===== config.mk =====
export PLATFORM = sky130hd
export DESIGN_NAME = font_rom_arbiter
export DESIGN_NICKNAME = d
export VERILOG_FILES = /design/src/rtl/vga_text_pkg.sv /design/src/rtl/rr_picker.sv /design/src/rtl/font_rom_arbiter.sv
export SDC_FILE = /design/constraint.sdc
export NUM_CORES = 1
export LEC_CHECK = 0
export BUFFER_PORTS_ARGS = -buffer_cell sky130_fd_sc_hd__buf_2
export CORE_ASPECT_RATIO = 1.1
export CORE_UTILIZATION = 35
export CTS_CLUSTER_SIZE = 14
export DETAILED_ROUTE_END_ITERATION = 6
export PLACE_DENSITY_LB_ADDON = 0.1
export REMOVE_ABC_BUFFERS = 1
export SLEW_MARGIN = 5
export SYNTH_ARGS = -nofsm -noshare
export SYNTH_HDL_FRONTEND = slang
export SYNTH_HIERARCHICAL = 1
export SYNTH_SLANG_ARGS = --single-unit

===== constraint.sdc =====
create_clock -name clk -period 4 [get_ports clk]
set_clock_uncertainty 0.15 [all_clocks]
set_input_delay 1 -clock clk [delete_from_list [all_inputs] [get_ports clk]]
set_output_delay 1 -clock clk [all_outputs]
set_load 0.01 [all_outputs]

===== src/rtl/vga_text_pkg.sv =====
// Shared types and constants for the VGA text overlay: requester ids, ROM geometry
// and the tag that follows a font-ROM access through its read latency.
package vga_text_pkg;

  localparam int N_REQ  = 3;
  localparam int ADDR_W = 6;
  localparam int SEL_W  = 3;
  localparam int DATA_W = 8;
  localparam int ID_W   = (N_REQ > 1) ? $clog2(N_REQ) : 1;

  localparam logic [ID_W-1:0] REQ_DATE  = ID_W'(0);
  localparam logic [ID_W-1:0] REQ_TIME  = ID_W'(1);
  localparam logic [ID_W-1:0] REQ_TIMER = ID_W'(2);

  typedef struct packed {
    logic            valid;
    logic [ID_W-1:0] id;
  } tag_t;

  function automatic logic [ID_W-1:0] onehot_to_id(input logic [N_REQ-1:0] oh);
    logic [ID_W-1:0] id;
    id = '0;
    for (int i = 0; i < N_REQ; i++) begin
      if (oh[i]) id = ID_W'(i);
    end
    return id;
  endfunction

endpackage


===== src/rtl/rr_picker.sv =====
// Combinational round-robin select: first set bit of elig searching upward from ptr,
// wrapping modulo N. Zero latency; no state.
module rr_picker #(
  parameter int N     = 3,
  parameter int PTR_W = (N > 1) ? $clog2(N) : 1
) (
  input  logic [N-1:0]     elig,
  input  logic [PTR_W-1:0] ptr,
  output logic [N-1:0]     gnt,
  output logic             found
);

  always_comb begin
    gnt   = '0;
    found = 1'b0;
    // Outer loop walks priority order; inner loop maps the offset to a position.
    for (int o = 0; o < N; o++) begin
      for (int j = 0; j < N; j++) begin
        if (!found && elig[j] && (j == ((int'(ptr) + o) % N))) begin
          gnt[j] = 1'b1;
          found  = 1'b1;
        end
      end
    end
  end

endmodule


===== src/rtl/font_rom_arbiter.sv =====
// Round-robin share of the font ROM among the text box renderers; request-to-rdata
// latency is ROM_LAT+2, one grant per cycle, requesters wait on gnt.
module font_rom_arbiter
  import vga_text_pkg::*;
#(
  parameter int N_REQ   = vga_text_pkg::N_REQ,
  parameter int ADDR_W  = vga_text_pkg::ADDR_W,
  parameter int SEL_W   = vga_text_pkg::SEL_W,
  parameter int DATA_W  = vga_text_pkg::DATA_W,
  parameter int ROM_LAT = 1
) (
  input  logic                    clk,
  input  logic                    rst,
  input  logic [N_REQ-1:0]        req,
  input  logic [N_REQ*ADDR_W-1:0] req_addr,
  input  logic [N_REQ*SEL_W-1:0]  req_sel,
  output logic [N_REQ-1:0]        gnt,
  output logic [ADDR_W-1:0]       rom_addr,
  output logic [SEL_W-1:0]        rom_sel,
  input  logic [DATA_W-1:0]       rom_data,
  output logic [N_REQ*DATA_W-1:0] rdata,
  output logic [N_REQ-1:0]        rvalid
);

  localparam int PTR_W = (N_REQ > 1) ? $clog2(N_REQ) : 1;

  logic [PTR_W-1:0]        ptr_q, ptr_d;
  logic [N_REQ-1:0]        gnt_q, gnt_d;
  logic [ADDR_W-1:0]       rom_addr_q, rom_addr_d;
  logic [SEL_W-1:0]        rom_sel_q, rom_sel_d;
  logic [N_REQ*DATA_W-1:0] rdata_q, rdata_d;
  logic [N_REQ-1:0]        rvalid_q, rvalid_d;

  // Stage 0 is concurrent with the registered ROM address; stage ROM_LAT lines up
  // with rom_data, so the exiting tag names the slice that data belongs to.
  tag_t tag_q [ROM_LAT+1];
  tag_t tag_d [ROM_LAT+1];

  logic [N_REQ-1:0] elig;
  logic [N_REQ-1:0] pick;
  logic             found;
  tag_t             issue;
  tag_t             retire;

  // A requester already holding gnt is masked so one request level is served once.
  assign elig = req & ~gnt_q;

  rr_picker #(.N(N_REQ), .PTR_W(PTR_W)) u_picker (
    .elig  (elig),
    .ptr   (ptr_q),
    .gnt   (pick),
    .found (found)
  );

  assign retire = tag_q[ROM_LAT];

  always_comb begin
    ptr_d       = ptr_q;
    gnt_d       = pick;
    rom_addr_d  = rom_addr_q;
    rom_sel_d   = rom_sel_q;
    issue.valid = found;
    issue.id    = onehot_to_id(pick);
    rdata_d     = rdata_q;
    rvalid_d    = '0;

    if (found) begin
      rom_addr_d = req_addr[issue.id*ADDR_W +: ADDR_W];
      rom_sel_d  = req_sel[issue.id*SEL_W +: SEL_W];
      ptr_d      = (issue.id == PTR_W'(N_REQ-1)) ? '0 : issue.id + 1'b1;
    end

    tag_d[0] = issue;
    for (int k = 1; k <= ROM_LAT; k++) begin
      tag_d[k] = tag_q[k-1];
    end

    if (retire.valid) begin
      rdata_d[retire.id*DATA_W +: DATA_W] = rom_data;
      rvalid_d[retire.id]                 = 1'b1;
    end
  end

  always_ff @(posedge clk) begin
    if (rst) begin
      ptr_q      <= '0;
      gnt_q      <= '0;
      rom_addr_q <= '0;
      rom_sel_q  <= '0;
      rdata_q    <= '0;
      rvalid_q   <= '0;
      for (int k = 0; k <= ROM_LAT; k++) begin
        tag_q[k] <= '0;
      end
    end else begin
      ptr_q      <= ptr_d;
      gnt_q      <= gnt_d;
      rom_addr_q <= rom_addr_d;
      rom_sel_q  <= rom_sel_d;
      rdata_q    <= rdata_d;
      rvalid_q   <= rvalid_d;
      for (int k = 0; k <= ROM_LAT; k++) begin
        tag_q[k] <= tag_d[k];
      end
    end
  end

  assign gnt      = gnt_q;
  assign rom_addr = rom_addr_q;
  assign rom_sel  = rom_sel_q;
  assign rdata    = rdata_q;
  assign rvalid   = rvalid_q;

endmodule


==> implementation parameters, run 1 <==
Parameter                              Value

Status
  Status    completed

Final layout
  Growth of design area from synthesis to finish    24.15%
  Fraction of final layout cells with drive strength greater than 1    0.4183
  Antenna Cells    0
  Multi-input combinational cell area    1037 um2
  Net count reported at finish    298
  Area taken by flip-flops and latches    920.9 um2
  Final cell count without fillers    328
  Number of fill cells in the layout    577

Critical path
  Worst path max stage delay    0.62 ns
  Critical Path Slowest Stage Cell    or3b_1
  Worst path buffer plus inverter count    1
  Gate family responsible for the most delay along the worst path    simple AND/OR/NAND/NOR gates
  Critical-path cell list    buf_2, nor2b_1, o32a_2, or3b_1, o221ai_2
  Required time worst endpoint    4.08 ns
  Endpoint class of the critical path    flip-flop
  Largest fanout on the critical path    24
  Setup CP Type    input port to flip-flop
  Nature of the critical path startpoint    input port
  Arrival time worst endpoint    2.61 ns

Die
  Area of the core region    5733 um2
  Effective utilization at floorplan    0.3614
  Number of ports placed on the die boundary    79
  Die Ht    82.70 um
  Site Rows    29
  Die outline area    6232 um2
  Horizontal die dimension    75.36 um

Clock tree
  Max clock buf depth    2
  CTS Buf Count    5
  Post-cts gate resize count    0
  Hold-fix buffers, CTS    0
  Clock-pin slew on the worst setup and hold paths    0.09 ns
  Sinks on Clock Net    46
  Number of post-CTS setup repair buffers    0
  Later-pin clock latency in the skew report    0.30 ns
  Buffer cell driving the clock tree root    clkbuf_8
  CTS tree    yes
  H-Tree Depth    2

Detailed routing
  Number of vias in the routed layout    1,669
  Drt total wl    4354 um
  Number of nets with antenna violations after routing    0
  Final routed DRC violation total    0
  Iteration-0 DRC Markers    49
  Routed wire length per instance    13.27 um
  First drt pass iteration count    4
  Avg Vias per Cell    5.088

Flow run
  Max-cap violation count    0

Synth
  Post-synthesis average cell area    11.77 um2
  Post-synth design cell area    2072 um2
  Synth unique cells    35
  Warnings from Yosys    6
  Number of standard cells after synthesis    176
  Sequential-to-total area share from yosys stat    0.4444
  Seq cells post-synth    46

Global route
  Largest net degree at the start of global routing    36
  Overall track demand over capacity in global routing    0.1431
  Leftover overflow at the end of global routing    0
  Number of global-route vias before repair    1,439
  First-pass GRT wire length    6748 um
  Number of antenna violations at the first check in global routing    0

Placed design
  Final GP Congestion    0.6935
  Input/output buffers    78
  Placed instance count    320
  Final HPWL DP    3080 um

Pwr
  Internal power summed over all cells    0.9274 mW
  Switching power of the nets    0.5047 mW
  Part of the total power dissipated in the clock network    0.204
  Worst supply voltage drop on vdd    0.0002714 V
  Comb power frac    0.386
  Static leakage power    1.136 nW
  Sw Share    0.3524
  Total power per unit cell area    556.7 nW/um2
  Seq pwr share    0.409

STA
  Achievable clock frequency    395.5 MHz
  Max_slew headroom    0.4833
  Unrepaired setup endpoints after global routing    false
  Max-slew violations    0
  Period utilization    0.6321
  Transition time of the tightest slew-check pin    0.7751 ns
  Period minus WS final    2.528 ns
  Count of final setup violators    0
  Final hold violation count    0
  Accumulated negative setup slack    0 ns

Min path
  Hold WC Path Type    flip-flop to flip-flop
-- power by group through the flow --
stage	Clock [mW]	Combinational, mW	Sequential [mW]
after floorplan	0	0.351	0.625
final	0.293	0.553	0.586
after CTS	0.309	0.561	0.587
after detailed placement	0	0.560	0.598
after global placement	0	0.558	0.602
after global routing	0.328	0.609	0.598
-- flip-flops by register name (all words and copies together), names as in the netlist --
signal / cells
ptr_q: 2
tag_q: 6
rdata: 24
rvalid: 3
rom_addr: 6
rom_sel: 3
gnt: 2
-- cells by family after synthesis --
group	share of synthesized area
flops	0.4444
compound gates	0.2222
buf+inv	0.05495
simple gates	0.1866
mux	0.04348
fa+ha+maj	0.04831
-- stage by stage --
stage	util	hold slack (ns)	total power, mW	setup WS (ns)	cell area (um2)
2_1_floorplan	-	0.2638	0.9756	1.238	1977
3_3_place_gp	0.4323	0.2667	1.160	1.140	2479
3_5_place_dp	0.4323	0.2748	1.158	1.118	2479
4_1_cts	0.4487	0.2971	1.458	1.455	2572
5_1_grt	0.4487	0.3132	1.535	1.308	2572
6_report	0.4487	0.2920	1.432	1.472	2572
-- placed cells by master (no fill, tap or decap) --
cell type    n
buf_2       78
dfxtp_1     46
a32o_1      22
nor2b_1     12
nand2b_1    12
mux2i_1      9
nand4b_1     9
o221ai_2     9
ha_1         8
inv_1        5
clkbuf_8     5
a21oi_1      4
and2_1       4
nor4bb_1     2
a22o_1       2
buf_4        2
nand2_1      2
or3b_1       1
and4bb_1     1
nor3b_4      1
a21oi_2      1
and4b_1      1
and4bb_2     1
and3b_1      1
nand3b_1     1
or3b_2       1
clkinv_4     1
inv_6        1
clkinvlp_4   1
or2_1        1
o32a_2       1
o21ba_2      1
o2111a_1     1
nor2_1       1
and2_2       1
o32ai_2      1
a41o_1       1
-- synthesized netlist by cell type, drive strengths merged --
| library cell | count | area share |
|---|---|---|
| a21oi | 5 | 0.014 |
| a22o | 2 | 0.0085 |
| a32o | 22 | 0.11 |
| a41o | 1 | 0.0048 |
| and2 | 5 | 0.016 |
| and3b | 1 | 0.0042 |
| and4b | 1 | 0.0048 |
| and4bb | 2 | 0.012 |
| buf | 11 | 0.042 |
| clkbuf | 2 | 0.0036 |
| dfxtp | 46 | 0.44 |
| ha | 8 | 0.048 |
| inv | 5 | 0.0091 |
| mux2i | 9 | 0.043 |
| nand2 | 2 | 0.0036 |
| nand2b | 12 | 0.036 |
| nand3b | 1 | 0.0036 |
| nand4b | 9 | 0.038 |
| nor2 | 1 | 0.0018 |
| nor2b | 12 | 0.036 |
| nor3b | 1 | 0.0091 |
| nor4bb | 2 | 0.0097 |
| o2111a | 1 | 0.0054 |
| o21ba | 1 | 0.0048 |
| o221ai | 9 | 0.065 |
| o32a | 1 | 0.0054 |
| o32ai | 1 | 0.0079 |
| or2 | 1 | 0.0030 |
| or3b | 2 | 0.0085 |
-- layer usage --
layer	wire length, um	vias up	GRT usage
met2	1958	65	0.2304
met1	2092	776	0.1851
met4	52	0	0.05000
met3	251	5	0.03519
met5	0	-	0
li1	-	823	-
-- final cells by class --
cell class	instances	area share
multi-input cells	112	0.4032
flip-flops and latches	46	0.3580
repair buffers	80	0.1576
well taps	77	0.03745
clock buffers	5	0.02675
clock inverters	3	0.009728
inverters	5	0.007296
-- path summary, 6_finish.rpt --
kind | startpoint | to | slack, ns | cells past startpoint
worst max register to register | ptr_q[0]$_SDFFE_PP0P_ | rom_addr[4]$_SDFFE_PP0P_ | 1.72 | 6
worst max-delay path | req[0] | rom_addr[4]$_SDFFE_PP0P_ | 1.47 | 5
worst min register to register | tag_q[0][0]$_SDFF_PP0_ | tag_q[0][3]$_SDFF_PP0_ | 0.29 | 1
worst min-delay path | tag_q[0][0]$_SDFF_PP0_ | tag_q[0][3]$_SDFF_PP0_ | 0.29 | 1
Power figures use the tool's default switching activity.
==> run 2: changes to the inputs <==
clock period = 2.56 ns   (was 4 ns; I/O delays follow)
==> run 2 against run 1 <==
Flip-flop and latch count is the same; global-route usage up 1.3 points; largest cell class unchanged; total power up 61%; combinational power increased by 68%; register-to-register slack got worse by 1.5 ns; worst setup slack lost 1.2 ns; clock-buffer cell count is the same; clock power is 56% higher; critical endpoint is now rom_addr[5]$_SDFFE_PP0P_; sequential power rose by 57%; cell area increased by 2.5%; core utilization grew 1.1 points.
==> implementation parameters, run 2 (synthesized netlist as in run 1, its figures left out) <==
Parameter                              Value

Flow run
  Max-cap violation count    0 (unchanged)

Final layout
  Antenna Cells    0 (unchanged)
  Fraction of final layout cells with drive strength greater than 1    0.4341 (was 0.4183)
  Most used cells in the layout excluding fill and tap cells    buf_2, dfxtp_1, a32o_1 (unchanged)
  Growth of design area from synthesis to finish    27.29% (was 24.15%)
  Number of flip-flops in the largest register    24 (unchanged)
  Net count reported at finish    305 (was 298)
  Most frequent standard cell in the layout excluding fill and tap cells    buf_2 (unchanged)
  Fin util    0.4601 (was 0.4487)

Global route
  Largest net degree at the start of global routing    24 (was 36)
  Leftover overflow at the end of global routing    0 (unchanged)
  Number of antenna violations at the first check in global routing    0 (unchanged)
  Overall track demand over capacity in global routing    0.1559 (was 0.1431)
  First-pass GRT wire length    7314 um (was 6748 um)
  Number of global-route vias before repair    1,588 (was 1,439)

Clock tree
  Later-pin clock latency in the skew report    0.29 ns (was 0.30 ns)
  Max clock buf depth    2 (unchanged)
  Buffer cell driving the clock tree root    clkbuf_8 (unchanged)
  CTS Buf Count    5 (unchanged)
  H-Tree Depth    2 (unchanged)
  Hold-fix buffers, CTS    0 (unchanged)
  Sinks on Clock Net    46 (unchanged)
  Clock-pin slew on the worst setup and hold paths    0.09 ns (about the same)
  Post-cts gate resize count    0 (unchanged)
  Number of post-CTS setup repair buffers    0 (unchanged)
  CTS tree    yes (unchanged)

STA
  Max_slew headroom    0.6693 (was 0.4833)
  Period utilization    0.8958
  Accumulated negative setup slack    0 ns (unchanged)
  Max-slew violations    0 (unchanged)
  Count of final setup violators    0 (unchanged)
  Achievable clock frequency    436.0 MHz
  Transition time of the tightest slew-check pin    0.4960 ns (was 0.7751 ns)
  Final hold violation count    0 (unchanged)
  Unrepaired setup endpoints after global routing    false (unchanged)
  Period minus WS final    2.293 ns

Die
  Site Rows    29 (unchanged)
  Die Ht    82.70 um (unchanged)
  Effective utilization at floorplan    0.3614 (unchanged)
  Area of the core region    5733 um2 (unchanged)
  Number of ports placed on the die boundary    79 (unchanged)
  Die outline area    6232 um2 (unchanged)
  Horizontal die dimension    75.36 um (unchanged)

Critical path
  Largest fanout on the critical path    9 (was 24)
  Startpoint of the worst setup timing path    ptr_q[0]$_SDFFE_PP0P_ (was req[0])
  Critical Path Slowest Stage Cell    or3b_1 (unchanged)
  Required time worst endpoint    2.63 ns (was 4.08 ns)
  Setup CP Type    flip-flop to flip-flop (was input port to flip-flop)
  Worst path max stage delay    0.60 ns (was 0.62 ns)
  Reg2reg start    ptr_q[0]$_SDFFE_PP0P_ (unchanged)
  Critical-path cell list    inv_1, ha_1, o21ba_2, o2111a_1, or3b_1, o221ai_2 (was buf_2, nor2b_1, o32a_2, or3b_1, o221ai_2)
  Nature of the critical path startpoint    flip-flop (was input port)
  Endpoint class of the critical path    flip-flop (unchanged)
  Arrival time worst endpoint    2.36 ns (was 2.61 ns)

Detailed routing
  First drt pass iteration count    4 (unchanged)
  Iteration-0 DRC Markers    86 (was 49)
  Number of vias in the routed layout    1,687 (was 1,669)
  Drt total wl    4566 um (was 4354 um)
  Avg Vias per Cell    5.036 (was 5.088)
  Final routed DRC violation total    0 (unchanged)
  Number of nets with antenna violations after routing    0 (unchanged)
  Routed wire length per instance    13.63 um (was 13.27 um)

Placed design
  Final GP Congestion    0.6661 (was 0.6935)
  Final HPWL DP    3315 um (was 3080 um)
  Input/output buffers    78 (unchanged)

Pwr
  Internal power summed over all cells    1.495 mW (was 0.9274 mW)
  Part of the total power dissipated in the clock network    0.199 (was 0.204)
  Comb power frac    0.403 (was 0.386)
  Seq pwr share    0.399 (was 0.409)
  Total power per unit cell area    873.1 nW/um2 (was 556.7 nW/um2)
  Switching power of the nets    0.8077 mW (was 0.5047 mW)
  Static leakage power    1.175 nW (was 1.136 nW)
  Sw Share    0.3508 (was 0.3524)
  Worst supply voltage drop on vdd    0.0003557 V (was 0.0002714 V)

Status
  Status    completed (unchanged)

Min path
  Startpoint of the worst hold path    tag_q[0][2]$_SDFF_PP0_ (was tag_q[0][0]$_SDFF_PP0_)
  Hold WC Path Type    flip-flop to flip-flop (unchanged)
## run 2: changes by cell type in the layout (fill, tap and decap cells not counted)
cell    previous run  this run
buf_12             0         1
buf_4              2         8
## run 2: metrics by stage
stage          cells  setup slack (ns)  cell area, um2  total power, mW  hold slack, ns
5_1_grt          335            0.1464            2638            2.466          0.3181
4_1_cts          335            0.2317            2638            2.334          0.3010
2_1_floorplan    163            0.1575            1977            1.524          0.2638
6_report         335            0.2666            2638            2.303          0.2947
3_3_place_gp     327            0.1250            2544            1.872          0.2675
3_5_place_dp     327           0.09903            2544            1.870          0.2783
## run 2: area by class of cell
cell class,instances,area [um2]
fillers,593,3095
multi-input cells,112,1037
flip-flops and latches,46,920.9
repair buffers,87,470.5
well taps,77,96.34
clock buffers,5,68.82
clock inverters,3,25.02
inverters,5,18.77
## run 2: worst paths after layout
kind | cells after the start | endpoint | slack, ns
worst max register to register | 6 | rom_addr[5]$_SDFFE_PP0P_ | 0.27
worst min-delay path | 1 | tag_q[0][5]$_SDFF_PP0_ | 0.29
worst min register to register | 1 | tag_q[0][5]$_SDFF_PP0_ | 0.29
worst max-delay path | 6 | rom_addr[5]$_SDFFE_PP0P_ | 0.27
## run 2: critical path, delay by kind of cell, from the launching register on
family          cells  cell delay (ns)
fa+ha+maj           1             0.35
buf+inv             1             0.05
flops               1             0.37
compound gates      3             0.69
simple gates        1             0.60
## run 2: per-layer routing
layer,vias to the layer above,global-route usage,share of wire
met5,-,0,0
met4,0,0.03889,0.0046
met3,2,0.04126,0.054
met2,63,0.2732,0.49
met1,784,0.1876,0.45
li1,838,-,-
## run 2: power groups by stage
stage	Combinational, mW	Sequential, mW	Clock, mW
2_1_floorplan	0.548	0.976	0
3_3_place_gp	0.937	0.935	0
3_5_place_dp	0.934	0.936	0
4_1_cts	0.940	0.920	0.473
5_1_grt	1.02	0.939	0.510
6_report	0.927	0.918	0.457
==> run 3: changes to the inputs <==
CTS_CLUSTER_DIAMETER = 200   (was unset)
MAX_ROUTING_LAYER = met4   (was unset)
==> run 3 against run 2 <==
Hold slack hardly changed; total power hardly changed; die area unchanged; cell count is the same; first-iteration DRC count grew 1.2%; routed wire length is 0.13% lower; sequential power about the same; critical endpoint unchanged; highest routed layer unchanged.
==> implementation parameters, run 3 (synthesized netlist as in run 1, its figures left out) <==
Parameter                              Value

Die
  Site Rows    29 (unchanged)
  Horizontal die dimension    75.36 um (unchanged)
  Effective utilization at floorplan    0.3614 (unchanged)
  Area of the core region    5733 um2 (unchanged)
  Number of ports placed on the die boundary    79 (unchanged)
  Die outline area    6232 um2 (unchanged)
  Die Ht    82.70 um (unchanged)

Global route
  Number of antenna violations at the first check in global routing    0 (unchanged)
  Largest net degree at the start of global routing    24 (unchanged)
  Number of global-route vias before repair    1,588 (unchanged)
  Overall track demand over capacity in global routing    0.1603 (was 0.1559)
  Leftover overflow at the end of global routing    0 (unchanged)
  First-pass GRT wire length    7314 um (unchanged)

Clock tree
  Hold-fix buffers, CTS    0 (unchanged)
  Post-cts gate resize count    0 (unchanged)
  CTS tree    yes (unchanged)
  H-Tree Depth    2 (unchanged)
  CTS Buf Count    5 (unchanged)
  Sinks on Clock Net    46 (unchanged)
  Later-pin clock latency in the skew report    0.29 ns (about the same)
  Buffer cell driving the clock tree root    clkbuf_8 (unchanged)
  Clock-pin slew on the worst setup and hold paths    0.09 ns (about the same)
  Number of post-CTS setup repair buffers    0 (unchanged)
  Max clock buf depth    2 (unchanged)

Detailed routing
  Number of vias in the routed layout    1,688 (was 1,687)
  Routed wire length per instance    13.61 um (was 13.63 um)
  Drt total wl    4560 um (was 4566 um)
  Avg Vias per Cell    5.039 (was 5.036)
  Max layer used    met4 (unchanged)
  Iteration-0 DRC Markers    87 (was 86)
  Metal1 wirelength    2059 um (was 2051 um)
  First drt pass iteration count    4 (unchanged)
  Met3 Routed Length    248 um (unchanged)
  Final routed DRC violation total    0 (unchanged)
  Wire length on met2    2231 um (was 2244 um)
  Number of nets with antenna violations after routing    0 (unchanged)

Placed design
  Final GP Congestion    0.6724 (was 0.6661)
  Final HPWL DP    3315 um (unchanged)
  Input/output buffers    78 (unchanged)

STA
  Max_slew headroom    0.6745 (was 0.6693)
  Period minus WS final    2.289 ns (was 2.293 ns)
  Hold Worst Slack    0.2943 ns (was 0.2947 ns)
  Achievable clock frequency    436.9 MHz (was 436.0 MHz)
  Accumulated negative setup slack    0 ns (unchanged)
  Max-slew violations    0 (unchanged)
  Count of final setup violators    0 (unchanged)
  Transition time of the tightest slew-check pin    0.4883 ns (was 0.4960 ns)
  Final hold violation count    0 (unchanged)
  Period utilization    0.8941 (was 0.8958)
  Unrepaired setup endpoints after global routing    false (unchanged)

Final layout
  Net count reported at finish    305 (unchanged)
  Fraction of final layout cells with drive strength greater than 1    0.4341 (unchanged)
  Number of fill cells in the layout    593 (unchanged)
  Growth of design area from synthesis to finish    27.29% (unchanged)
  Most used cells in the layout excluding fill and tap cells    buf_2, dfxtp_1, a32o_1 (unchanged)
  Number of flip-flops in the largest register    24 (unchanged)
  Most frequent standard cell in the layout excluding fill and tap cells    buf_2 (unchanged)
  Antenna Cells    0 (unchanged)

Flow run
  Max-cap violation count    0 (unchanged)

Status
  Status    completed (unchanged)

Critical path
  Largest fanout on the critical path    9 (unchanged)
  Required time worst endpoint    2.63 ns (about the same)
  R2R depth    6 (unchanged)
  Worst reg2reg path endpoint    rom_addr[5]$_SDFFE_PP0P_ (unchanged)
  Reg2reg start    ptr_q[0]$_SDFFE_PP0P_ (unchanged)
  Setup CP Type    flip-flop to flip-flop (unchanged)
  Nature of the critical path startpoint    flip-flop (unchanged)
  Worst reg2reg setup slack    0.27 ns (about the same)
  Arrival time worst endpoint    2.36 ns (about the same)
  Endpoint class of the critical path    flip-flop (unchanged)

Pwr
  Static leakage power    1.175 nW (unchanged)
  Total power per unit cell area    872.5 nW/um2 (was 873.1 nW/um2)
  Worst supply voltage drop on vdd    0.0003560 V (was 0.0003557 V)

Min path
  Startpoint of the worst hold path    tag_q[0][2]$_SDFF_PP0_ (unchanged)
  Cell depth of the worst hold path    1 (unchanged)
  Endpoint of the worst hold path    tag_q[0][5]$_SDFF_PP0_ (unchanged)
  Hold WC Path Type    flip-flop to flip-flop (unchanged)
[run 3: cell counts in the layout (fill, tap and decap cells not counted)]
Identical to the previous run, type by type.
[run 3: routing by layer]
metal | vias up | GRT usage
met2 | 65 | 0.2714
met1 | 783 | 0.1906
li1 | 838 | -
met3 | 2 | 0.03883
met4 | 0 | 0.03889
met5 | - | -
[run 3: layout make-up]
type | count | area, um2 | share of cell area
multi-input combinational | 112 | 1037 | 0.3933
clock inverter | 3 | 25.02 | 0.009488
sequential | 46 | 920.9 | 0.3491
inverter | 5 | 18.77 | 0.007116
tap | 77 | 96.34 | 0.03653
timing repair buffer | 87 | 470.5 | 0.1784
clock buffer | 5 | 68.82 | 0.02609
[run 3: report_power, final]
group	total [mW]	switching, mW	leakage (nW)	internal, mW
Combinational	0.927	0.476	0.756	0.451
Sequential	0.918	0.0711	0.375	0.847
Clock	0.456	0.259	0.0447	0.197
[run 3: per-stage QoR]
stage / setup slack, ns / util / instances / power [mW] / instance area (um2)
after CTS: 0.2317 / 0.4601 / 335 / 2.334 / 2638
after detailed placement: 0.09903 / 0.4437 / 327 / 1.870 / 2544
after global placement: 0.1250 / 0.4437 / 327 / 1.872 / 2544
after floorplan: 0.1575 / - / 163 / 1.524 / 1977
final: 0.2712 / 0.4601 / 335 / 2.301 / 2638
after global routing: 0.1472 / 0.4601 / 335 / 2.466 / 2638
[run 3: worst max path at each step]
stage / from / endpoint / slack [ns] / cells past startpoint
5_1_grt: ptr_q[0]$_SDFFE_PP0P_ / rom_addr[4]$_SDFFE_PP0P_ / 0.15 / 6
3_3_place_gp: req[1] / rom_addr[1]$_SDFFE_PP0P_ / 0.13 / 6
3_5_place_dp: req[1] / rom_addr[5]$_SDFFE_PP0P_ / 0.1 / 6
2_1_floorplan: req[2] / rom_addr[0]$_SDFFE_PP0P_ / 0.16 / 5
6_report: ptr_q[0]$_SDFFE_PP0P_ / rom_addr[5]$_SDFFE_PP0P_ / 0.27 / 6
4_1_cts: ptr_q[0]$_SDFFE_PP0P_ / rom_addr[5]$_SDFFE_PP0P_ / 0.23 / 6
[run 3: critical path, cell delays in order, from the launching register on]
cell,delay [ns]
dfxtp_1,0.37
inv_1,0.05
ha_1,0.35
o21ba_2,0.23
o2111a_1,0.24
or3b_1,0.60
o221ai_2,0.22
